--- src/rtl/dense_pkg.sv ---
// rtl/dense_pkg.sv - shared dense-layer constants
package dense_pkg;
    localparam int NUM_NEURONS = 32;
    localparam int ACC_W       = 32;
    localparam int BIAS_W      = 16;
    localparam int OUT_W       = 8;
    localparam int IDX_W       = 5;
    localparam int SHIFT_DENSE = 8;
    localparam int OUT_MAX     = (1 << (OUT_W - 1)) - 1;
    localparam int SUM_W       = ACC_W + 1;
endpackage

--- src/rtl/dense_requant_relu_if.sv ---
// rtl/dense_requant_relu_if.sv - requant/relu stage signal bundle
interface dense_requant_relu_if;
    import dense_pkg::*;

    logic                     start;
    logic                     acc_valid;
    logic signed [ACC_W-1:0]  acc_data;
    logic [IDX_W-1:0]         bias_addr;
    logic signed [BIAS_W-1:0] bias_data;
    logic                     out_valid;
    logic [IDX_W-1:0]         out_addr;
    logic [OUT_W-1:0]         out_data;
    logic [IDX_W-1:0]         argmax_idx;
    logic [OUT_W-1:0]         argmax_val;
    logic                     busy;
    logic                     done;

    modport slave (
        input  start, acc_valid, acc_data, bias_data,
        output bias_addr, out_valid, out_addr, out_data,
        output argmax_idx, argmax_val, busy, done
    );

    modport master (
        output start, acc_valid, acc_data, bias_data,
        input  bias_addr, out_valid, out_addr, out_data,
        input  argmax_idx, argmax_val, busy, done
    );
endinterface

--- src/rtl/dense_requant_relu_requant_sat.sv ---
// rtl/dense_requant_relu_requant_sat.sv - relu, round-half-up shift, saturate
module requant_sat
    import dense_pkg::*;
#(
    parameter int IN_W  = SUM_W,
    parameter int O_W   = OUT_W,
    parameter int SHIFT = SHIFT_DENSE
) (
    input  logic signed [IN_W-1:0] din,
    output logic [O_W-1:0]         dout
);
    localparam int            HS   = (SHIFT > 0) ? SHIFT - 1 : 0;
    localparam logic [IN_W:0] HALF = (SHIFT > 0) ? ((IN_W + 1)'(1) << HS) : '0;
    localparam logic [IN_W:0] MAXV = (IN_W + 1)'((1 << (O_W - 1)) - 1);

    logic [IN_W:0] pos;
    logic [IN_W:0] rnd;

    // Clamp negatives to zero, add half an LSB of the result, shift, then clip to the int8 positive range.
    always_comb begin
        pos  = din[IN_W-1] ? '0 : {1'b0, din};
        rnd  = (pos + HALF) >> SHIFT;
        dout = (rnd > MAXV) ? MAXV[O_W-1:0] : rnd[O_W-1:0];
    end
endmodule

--- src/rtl/dense_requant_relu.sv ---
// rtl/dense_requant_relu.sv - bias add, requant, relu and argmax after the dense MAC
module dense_requant_relu
    import dense_pkg::*;
#(
    parameter int SHIFT = SHIFT_DENSE
) (
    input  logic               clk,
    input  logic               rst,
    dense_requant_relu_if.slave bus
);
    localparam logic [IDX_W:0]   CNT_FULL = (IDX_W + 1)'(NUM_NEURONS);
    localparam logic [IDX_W-1:0] LAST_IDX = IDX_W'(NUM_NEURONS - 1);

    logic [IDX_W:0]          count;
    logic                    accept;
    logic signed [ACC_W-1:0] acc0, acc1;
    logic [IDX_W-1:0]        idx0, idx1, idx2;
    logic                    v0, v1, v2;
    logic signed [SUM_W-1:0] sum1, sum2;
    logic [OUT_W-1:0]        q;

    assign accept = bus.busy & bus.acc_valid & (count < CNT_FULL);

    // The ROM answers the address issued in S0 during S1, so the bias lines up with acc1 here.
    assign sum1 = {acc1[ACC_W-1], acc1}
                + {{(SUM_W - BIAS_W){bus.bias_data[BIAS_W-1]}}, bus.bias_data};

    // S0: capture accumulator, issue bias ROM address, advance the neuron counter.
    always_ff @(posedge clk or posedge rst) begin
        if (rst) begin
            count         <= '0;
            acc0          <= '0;
            idx0          <= '0;
            v0            <= 1'b0;
            bus.bias_addr <= '0;
        end else if (bus.start) begin
            count <= '0;
            v0    <= 1'b0;
        end else begin
            v0 <= accept;
            if (accept) begin
                acc0          <= bus.acc_data;
                idx0          <= count[IDX_W-1:0];
                bus.bias_addr <= count[IDX_W-1:0];
                count         <= count + 1'b1;
            end
        end
    end

    // S1 waits out the ROM read; S2 holds the widened bias-added sum.
    always_ff @(posedge clk or posedge rst) begin
        if (rst) begin
            acc1 <= '0;
            idx1 <= '0;
            v1   <= 1'b0;
            sum2 <= '0;
            idx2 <= '0;
            v2   <= 1'b0;
        end else if (bus.start) begin
            v1 <= 1'b0;
            v2 <= 1'b0;
        end else begin
            acc1 <= acc0;
            idx1 <= idx0;
            v1   <= v0;
            sum2 <= sum1;
            idx2 <= idx1;
            v2   <= v1;
        end
    end

    requant_sat #(
        .IN_W  (SUM_W),
        .O_W   (OUT_W),
        .SHIFT (SHIFT)
    ) u_requant_sat (
        .din  (sum2),
        .dout (q)
    );

    // Output write strobe towards the activation buffer.
    always_ff @(posedge clk or posedge rst) begin
        if (rst) begin
            bus.out_valid <= 1'b0;
            bus.out_addr  <= '0;
            bus.out_data  <= '0;
        end else if (bus.start) begin
            bus.out_valid <= 1'b0;
        end else begin
            bus.out_valid <= v2;
            bus.out_addr  <= idx2;
            bus.out_data  <= q;
        end
    end

    // Block status and running argmax; strict compare keeps the lowest index on ties.
    always_ff @(posedge clk or posedge rst) begin
        if (rst) begin
            bus.busy       <= 1'b0;
            bus.done       <= 1'b0;
            bus.argmax_idx <= '0;
            bus.argmax_val <= '0;
        end else if (bus.start) begin
            bus.busy       <= 1'b1;
            bus.done       <= 1'b0;
            bus.argmax_idx <= '0;
            bus.argmax_val <= '0;
        end else begin
            bus.done <= bus.out_valid && (bus.out_addr == LAST_IDX);
            if (bus.out_valid && (bus.out_addr == LAST_IDX)) begin
                bus.busy <= 1'b0;
            end
            if (bus.out_valid && (bus.out_data > bus.argmax_val)) begin
                bus.argmax_idx <= bus.out_addr;
                bus.argmax_val <= bus.out_data;
            end
        end
    end
endmodule

--- src/flat_wrapper.sv ---
// flat-port wrapper written by rule: the top's interface ports become plain ports
module dense_requant_relu_flat import dense_pkg::*;
#(
    parameter int SHIFT = SHIFT_DENSE
)
  (clk, rst, bus_start, bus_acc_valid, bus_acc_data, bus_bias_data, bus_bias_addr, bus_out_valid, bus_out_addr, bus_out_data, bus_argmax_idx, bus_argmax_val, bus_busy, bus_done);
  dense_requant_relu_if bus_i ();
  input  logic clk;
  input  logic rst;
  input wire logic [$bits(bus_i.start)-1:0] bus_start;
  input wire logic [$bits(bus_i.acc_valid)-1:0] bus_acc_valid;
  input wire logic [$bits(bus_i.acc_data)-1:0] bus_acc_data;
  input wire logic [$bits(bus_i.bias_data)-1:0] bus_bias_data;
  output wire logic [$bits(bus_i.bias_addr)-1:0] bus_bias_addr;
  output wire logic [$bits(bus_i.out_valid)-1:0] bus_out_valid;
  output wire logic [$bits(bus_i.out_addr)-1:0] bus_out_addr;
  output wire logic [$bits(bus_i.out_data)-1:0] bus_out_data;
  output wire logic [$bits(bus_i.argmax_idx)-1:0] bus_argmax_idx;
  output wire logic [$bits(bus_i.argmax_val)-1:0] bus_argmax_val;
  output wire logic [$bits(bus_i.busy)-1:0] bus_busy;
  output wire logic [$bits(bus_i.done)-1:0] bus_done;
  assign bus_i.start = bus_start;
  assign bus_i.acc_valid = bus_acc_valid;
  assign bus_i.acc_data = bus_acc_data;
  assign bus_i.bias_data = bus_bias_data;
  assign bus_bias_addr = bus_i.bias_addr;
  assign bus_out_valid = bus_i.out_valid;
  assign bus_out_addr = bus_i.out_addr;
  assign bus_out_data = bus_i.out_data;
  assign bus_argmax_idx = bus_i.argmax_idx;
  assign bus_argmax_val = bus_i.argmax_val;
  assign bus_busy = bus_i.busy;
  assign bus_done = bus_i.done;
  dense_requant_relu #(.SHIFT(SHIFT)) u_core (.clk(clk), .rst(rst), .bus(bus_i));
endmodule
--- config.mk ---
export PLATFORM = sky130hd
export DESIGN_NAME = dense_requant_relu_flat
export DESIGN_NICKNAME = d
export VERILOG_FILES = /design/src/rtl/dense_pkg.sv /design/src/rtl/dense_requant_relu_if.sv /design/src/rtl/dense_requant_relu_requant_sat.sv /design/src/rtl/dense_requant_relu.sv /design/src/flat_wrapper.sv
export SDC_FILE = /design/constraint.sdc
export NUM_CORES = 1
export LEC_CHECK = 0
export CORE_UTILIZATION = 60
export DETAILED_ROUTE_END_ITERATION = 7
export PLACE_DENSITY = 0.85
export SYNTH_ARGS = -nofsm -noshare
export SYNTH_HDL_FRONTEND = slang
export SYNTH_SLANG_ARGS = --single-unit
export TNS_END_PERCENT = 100
--- constraint.sdc ---
create_clock -name clk -period 12.65 [get_ports clk]
set_clock_uncertainty 0.15 [all_clocks]
set_input_delay 2.53 -clock clk [delete_from_list [all_inputs] [get_ports clk]]
set_output_delay 2.53 -clock clk [all_outputs]
set_load 0.02 [all_outputs]
Yosys cells after proc, flatten, opt, wreduce, memory -nomap -nowiden
Index checks and enable logic that the tools add are counted.

Register bits after elaboration: 150. Latch bits: 0. RAM bits: 0. Memory bits (read-only): 0. Input port bits: 52. Output and inout port bits: 34. Word-level logic and storage cells: 48. Memories: 0.

Add/sub/neg operators: 3. Multiply operators: 0. Div/mod/pow operators: 0. Magnitude comparators: 3. Eq/ne operators: 1. Shifts and indexed selects: 0. Mux-type cells: 15. Bitwise logic cells: 3. Reductions and logical operators: 6.

Operator list (count): $add 34x8->34 const B (1); $add 32x16->33 (1); $mux 32 (1); $gt 26x7->1 const B (1); $mux 8 (3); $mux 6 (2); $mux 5 (2); $gt 8x8->1 (1); $mux 1 (7); $add 6x1->6 const B (1); $lt 6x6->1 const B (1); $reduce_bool 2->1 (3); $eq 5x5->1 const B (1); $and 1x1->1 (2); $logic_and 1x1->1 (2); $reduce_and 2->1 (1); $not 1->1 (1).

Depth between registers and ports, before layout
Gate-level depths: netlist of run 1.

Depth in word-level cells: 4. Depth in mapped cells: 13.

By module
A second synthesis of run 1 with hierarchy kept.

Cells, all modules: 754. Area, all modules: 8166.6 sq um.

By module, submodules not included: dense_requant_relu (times used 1, cells each 650, area an instance 7440.9 sq um, seq. area each 3753.6 sq um); requant_sat (times used 1, cells each 104, area an instance 725.7 sq um, seq. area each 0.0 sq um).

Worst setup path before layout of run 1
No wires, ideal clock.

Path type: input-to-reg. Start point: input bus_bias_data[8]. End point: register u_core.sum2[19]. Setup time: 0.099 ns. Arrival: 4.508 ns. Required time: 12.401 ns. Slack: 7.893 ns. Stages on the path: 9. Cell sequence: ha_1 clkbuf_1 nand4_1 o22ai_1 a31oi_1 or4_1 a21boi_0 o21ai_0 a311oi_1.

Cells in the longest elaborated chain, start to end: 1.

Ends and longest elaborated chain: start, declared (line flat_wrapper.sv:13) `input wire logic [$bits(bus_i.bias_data)-1:0] bus_bias_data;`; $add 32x16->33 (line dense_requant_relu.sv:26) `+ {{(SUM_W - BIAS_W){bus.bias_data[BIAS_W-1]}}, bus.bias_data};`; end signal, assigned (line dense_requant_relu.sv:66) `sum2 <= sum1;`; end, declared (line dense_requant_relu.sv:19) `logic signed [SUM_W-1:0] sum1, sum2;`.

Every way passes these cells. A chain may end at the register's enable or synchronous reset.

Final worst setup path of run 1
Start point: input bus_bias_data[15]. End point: register u_core.sum2[30].

Same word-level chain as after synthesis.

==> reports/results.ini, run 1 <==
[status]
status=finished clean

[cts]
path_clk_slew_ps=60
cts_tree=yes
postCtsHoldBufs=0
clock_latency_ps=420
clock-sinks=143
cts_made_buffers=17
cts_resized=0
postCtsSetupRepairBufs=0
ctsRootBufferMaster=clkbuf_16
cts_buffer_depth=2
cts_max_level=4

[worst_setup_path]
reg2reg_setup_slack_ps=9490
worstSetupEndpoint=u_core.sum2[30]
r2r-start=u_core.acc1[2]
reg2reg_depth=8
worst_ep_arrival_time_ps=5770
critPathMaxFanout=17
path_class=in -> reg
cp-start-kind=primary input
cp-end-kind=flip-flop
required_ps=12770
timing.rr.end=u_core.sum2[19]
startpoint=bus_bias_data[15]

[yosys]
synth_cell_type_count=67
synth_edf_count=0
async_flop_share=1.000
yosys_warnings=0
synthFlopType=dfrtp_1
synth-seq-cells=143
synth_cells=683
syn-num-nets=776
syn_avg_cell_area_um2=11.01
synth_area_um2=7517
seq_area_frac_synth=0.4760

[sta]
fmax_ghz=0.1769
drv_slew=0
hold_viol=0
relSlewSlack=0.2105
setup_viol=0
fin_crit_ps=5653
layout_setup_ws_ps=6997
tightest_slew_ps=1178
rsz0062_at_grt=no
finalCritPeriodShare=0.4469
tns_ps=0

[routing]
drcViolationCount=0
antenna_left=0
viasPerCell=5.893
wl_per_cell_um=15.94
routed-via-count=5575
first_pass_iters=5
dr.first_iter.drc_count=369
wirelength_um=15080

[global_routing]
overflow=0
grt_start_max_net_pins=86
grt_pass1_wl_um=25810
grt_pass1_vias=5599
track_usage=0.2520
antenna_found_initial=0

[floorplanning]
ioPinCount=86
die_h_um=113.9
rows=40
start_util=0.6207
core_area_um2=12110
dieWidth_um=113.9
dieArea_um2=12980

[place]
detailed_place_hpwl_um=10470
port_buffers=85
placed_cell_area_um2=8479
dp_slack_ps=6571
gp_congestion=0.8738

[power_and_ir_drop]
power.density_nw_per_um2=169.2
power_w=0.001545
irDropWorstVdd_uv=121.7
total_leakage_power_nw=3.908

[final_layout]
area_growth_pct=21.45
nets=858
antenna_cells=0
fillers=813
final_layout_size_suffix_gt1_frac=0.1889
seqCellArea_um2=3578
final_area_um2=9130
final_util=0.7538
multi_input_area_um2=3744

[worst_hold_path]
hold_path_class=reg -> reg

[flow_run]
timing.max_cap.violations=0

worst min path at each step:
stage | startpoint | end | slack (ps) | cells after the start
after floorplan | u_core.v2 | u_core.bus.out_valid | 290 | 1
after global placement | u_core.v2 | u_core.bus.out_valid | 290 | 1
after detailed placement | u_core.v0 | u_core.v1 | 310 | 1
after CTS | u_core.v0 | u_core.v1 | 330 | 1
after global routing | u_core.v0 | u_core.v1 | 360 | 1
final | u_core.v0 | u_core.v1 | 330 | 1
cell usage after synthesis, types with 3 or more instances:
| master | count | area [µm²] |
|---|---|---|
| ha_1 | 41 | 513.0 |
| a21o_1 | 5 | 37.54 |
| or2b_2 | 3 | 26.28 |
| buf_2 | 3 | 15.01 |
| and2_1 | 5 | 31.28 |
| clkbuf_1 | 15 | 56.30 |
| a2bb2oi_1 | 8 | 70.07 |
| mux2i_1 | 15 | 150.1 |
| nor3_1 | 9 | 45.04 |
| nor2_1 | 53 | 198.9 |
| or2_2 | 5 | 31.28 |
| nand2_1 | 50 | 187.7 |
| dfrtp_1 | 143 | 3578 |
| o211ai_1 | 3 | 22.52 |
| o41ai_1 | 3 | 26.28 |
| xor2_1 | 16 | 140.1 |
| buf_1 | 3 | 11.26 |
| inv_1 | 19 | 71.32 |
| xnor2_1 | 14 | 122.6 |
| nand4_1 | 17 | 106.4 |
| a211oi_1 | 4 | 30.03 |
| a21oi_1 | 32 | 160.2 |
| a311oi_1 | 4 | 35.03 |
| mux2_2 | 88 | 991.0 |
| nand2b_1 | 8 | 50.05 |
| nor3b_1 | 3 | 22.52 |
| and4_1 | 3 | 26.28 |
| a31oi_1 | 3 | 18.77 |
| nor2b_1 | 11 | 68.82 |
| nand3_1 | 9 | 45.04 |
| o21a_1 | 4 | 30.03 |
| o21ai_0 | 38 | 190.2 |
| o21bai_1 | 4 | 30.03 |
layer usage:
metal | global-route usage | routed length (µm)
met5 | 0 | 0
met4 | 0.1100 | 324
met3 | 0.05898 | 735
met2 | 0.4242 | 7567
met1 | 0.3106 | 6449
per-stage QoR:
stage / hold slack [ps] / std cells
after floorplan: 288.5 / 683
after global placement: 293.7 / 914
after detailed placement: 310.8 / 914
after CTS: 327.4 / 946
after global routing: 363.3 / 946
final: 326.3 / 946
worst max-delay path: stages:
cell	delay, ps
clkdlybuf4s50_1	940
ha_1	400
a211oi_1	370
o21ai_0	190
a21oi_1	190
or3b_2	490
nand2_1	160
nor2_1	70
o41ai_1	310
o21ai_0	110
layout by cell type (no fill, tap or decap), types with 9 or more instances in the layout:
cell,netlist,routed
a21oi_1,32,32
clkbuf_16,0,17
clkdlybuf4s50_1,0,84
dfrtp_1,143,143
ha_1,41,41
inv_1,19,18
mux2_2,88,88
mux2i_1,15,15
nand2_1,50,50
nand3_1,9,9
nand4_1,17,17
nor2_1,53,53
nor2b_1,11,11
o21ai_0,38,38
xnor2_1,14,14
xor2_1,16,16
kinds of logic after synthesis:
group | synth area share
buffers and inverters | 0.02663
adder cells (fa/ha/maj) | 0.06824
AO/OA/AOI/OAI | 0.1087
XOR/XNOR | 0.03495
flip-flops | 0.4760
multiplexers | 0.1518
AND/OR/NAND/NOR | 0.1337
power breakdown:
part	switching [W]	total, W	internal, W	leakage, nW
logic	0.000193	0.000388	0.000195	1.83
registers	0.0000807	0.000617	0.000537	1.75
clock network	0.000185	0.000540	0.000355	0.322
total	0.000458	0.00154	0.00109	3.91
final cells by class:
type | instances | area share
multi-input combinational | 496 | 0.4100
sequential | 143 | 0.3919
timing repair buffer | 88 | 0.09538
clock buffer | 22 | 0.05413
tap | 168 | 0.02302
clock inverter | 10 | 0.01713
inverter | 19 | 0.008360
state kept, by name (all words and copies together), names as in the netlist:
register and count:
u_core.acc0 32, u_core.acc1 32, u_core.sum2 26, u_core.bus.argmax_val 8, u_core.bus.out_data 8, u_core.count 6, u_core.bus.argmax_idx 5, u_core.bus.bias_addr 5
u_core.bus.out_addr 5, u_core.idx1 5, u_core.idx2 5, u_core.bus.busy 1, u_core.bus.done 1, u_core.bus.out_valid 1, u_core.v0 1, u_core.v1 1
u_core.v2 1
Note: power is estimated with default switching activity, not from simulation.
==> run 2: changes to the inputs <==
- CORE_UTILIZATION: 60 -> 51
- PLACE_DENSITY: 0.85 -> 0.76
- clock period: 12.65 -> 4.7 ns (I/O delays scaled with it)
==> reports/results.ini, run 2 (synthesized netlist as in run 1, its figures left out) <==
[global_routing]
grt_pass1_vias=5449  ; -2.7%
grt_pass1_wl_um=25640  ; -0.64%
antenna_found_initial=0  ; unchanged
track_usage=0.2165  ; -0.03550
grt_start_max_net_pins=89  ; +3.5%
overflow=0  ; unchanged

[final_layout]
final_common_cell=dfrtp_1
final_util=0.6360  ; -0.1178
fin_cells=965  ; +2.0%
antenna_cells=0  ; unchanged
final_layout_size_suffix_gt1_frac=0.1921  ; +0.003115
final_cell_mix=143 x dfrtp_1, 88 x mux2_2, 84 x clkdlybuf4s50_1
fillers=1105  ; +36%
top_regs=u_core.acc0 (32), u_core.acc1 (32), u_core.sum2 (26)
nets=861  ; +0.35%
area_growth_pct=22.50

[routing]
antenna_left=0  ; unchanged
dr.first_iter.drc_count=264  ; -28%
drcViolationCount=0  ; unchanged
routed-via-count=5448  ; -2.3%
wirelength_um=15070  ; about the same
wl_per_cell_um=15.62  ; -2.0%
first_pass_iters=4  ; -1
viasPerCell=5.646  ; -4.2%

[sta]
drv_slew=0  ; unchanged
rsz0062_at_grt=no
hold_viol=0  ; unchanged
timing.hold.ws_ps=334.9  ; +8.680 ps
tightest_slew_ps=839.6  ; -338.2 ps
setup_viol=0  ; unchanged
finalCritPeriodShare=0.7922
relSlewSlack=0.4403  ; +0.2297
fmax_ghz=0.2686
fin_crit_ps=3723
tns_ps=0  ; unchanged

[cts]
ctsRootBufferMaster=clkbuf_16
cts_resized=0  ; unchanged
path_clk_slew_ps=60  ; about the same
cts_tree=yes
cts_max_level=4  ; unchanged
clock_latency_ps=430  ; about the same
cts_made_buffers=17  ; unchanged
postCtsSetupRepairBufs=0  ; unchanged
postCtsHoldBufs=0  ; unchanged
clock-sinks=143  ; unchanged
cts_buffer_depth=2  ; unchanged

[worst_setup_path]
cp-start-kind=primary input
cp-end-kind=flip-flop
worst_ep_arrival_time_ps=3840  ; -1930 ps
path_class=in -> reg
critPathMaxFanout=8  ; -9
required_ps=4820  ; -7950 ps

[floorplanning]
die_h_um=123.4  ; +8.3%
dieArea_um2=15230  ; +17%
start_util=0.5192  ; -0.1015
dieWidth_um=123.4  ; +8.3%
rows=44  ; +10%
ioPinCount=86  ; unchanged
core_area_um2=14480  ; +20%

[place]
gp_congestion=0.8750  ; +0.14%
dp_cells=933  ; +2.1%
detailed_place_hpwl_um=10760  ; +2.8%
port_buffers=85  ; unchanged

[status]
status=finished clean

[worst_hold_path]
hold_path_class=reg -> reg

[power_and_ir_drop]
total_leakage_power_nw=3.928  ; +0.50%
power_w=0.004222  ; +170%
power.density_nw_per_um2=458.5  ; +170%
irDropWorstVdd_uv=283.8  ; +130%

[flow_run]
timing.max_cap.violations=0  ; unchanged

## run 2: where the power goes
part	switching [W]	leakage, nW	internal [W]
Clock	0.000513	0.327	0.00101
Sequential	0.000214	1.75	0.00144
Combinational	0.000516	1.85	0.000526
## run 2: through the flow
step                      area (µm²)  setup slack (ps)
after floorplan                 7521              1533
after global routing            9209             800.2
after detailed placement        8533             588.1
after global placement          8533             684.4
after CTS                       9209              1010
final                           9209             976.5
## run 2: worst paths after layout
check	startpoint	endpoint	slack [ps]	cells after the start
setup / recovery	bus_bias_data[15]	u_core.sum2[30]	980	11
hold / removal	u_core.v0	u_core.v1	330	1
setup reg to reg	u_core.sum2[32]	u_core.bus.out_data[2]	1560	10
hold reg to reg	u_core.v0	u_core.v1	330	1
max in group asynchronous	rst	u_core.acc0[17]	2750	3
min in group asynchronous	rst	u_core.bus.argmax_idx[4]	810	2
## run 2: worst max-delay path, stage by stage
cell	delay (ps)
clkdlybuf4s50_1	610
buf_4	270
ha_1	380
nor3_1	250
nor2_1	90
a21oi_1	180
or3b_2	470
nand2_1	150
nor2_1	70
o41ai_1	290
o21ai_0	110
## run 2: final cells by class
type                       instances  area (µm²)  area share
multi-input combinational        496        3744      0.4065
tap                              184       230.2     0.02500
inverter                          19       75.07    0.008152
sequential                       143        3578      0.3886
clock inverter                    14       236.5     0.02568
clock buffer                      18       439.2     0.04769
timing repair buffer              91       905.9     0.09837
## run 2: layer usage
| layer | share of wire | wire length (µm) | track usage | vias up |
|---|---|---|---|---|
| met2 | 0.49 | 7423 | 0.3715 | 125 |
| met4 | 0.023 | 347 | 0.08961 | 0 |
| li1 | - | - | - | 2644 |
| met5 | 0 | 0 | 0 | - |
| met1 | 0.45 | 6826 | 0.2684 | 2650 |
| met3 | 0.031 | 474 | 0.03875 | 29 |
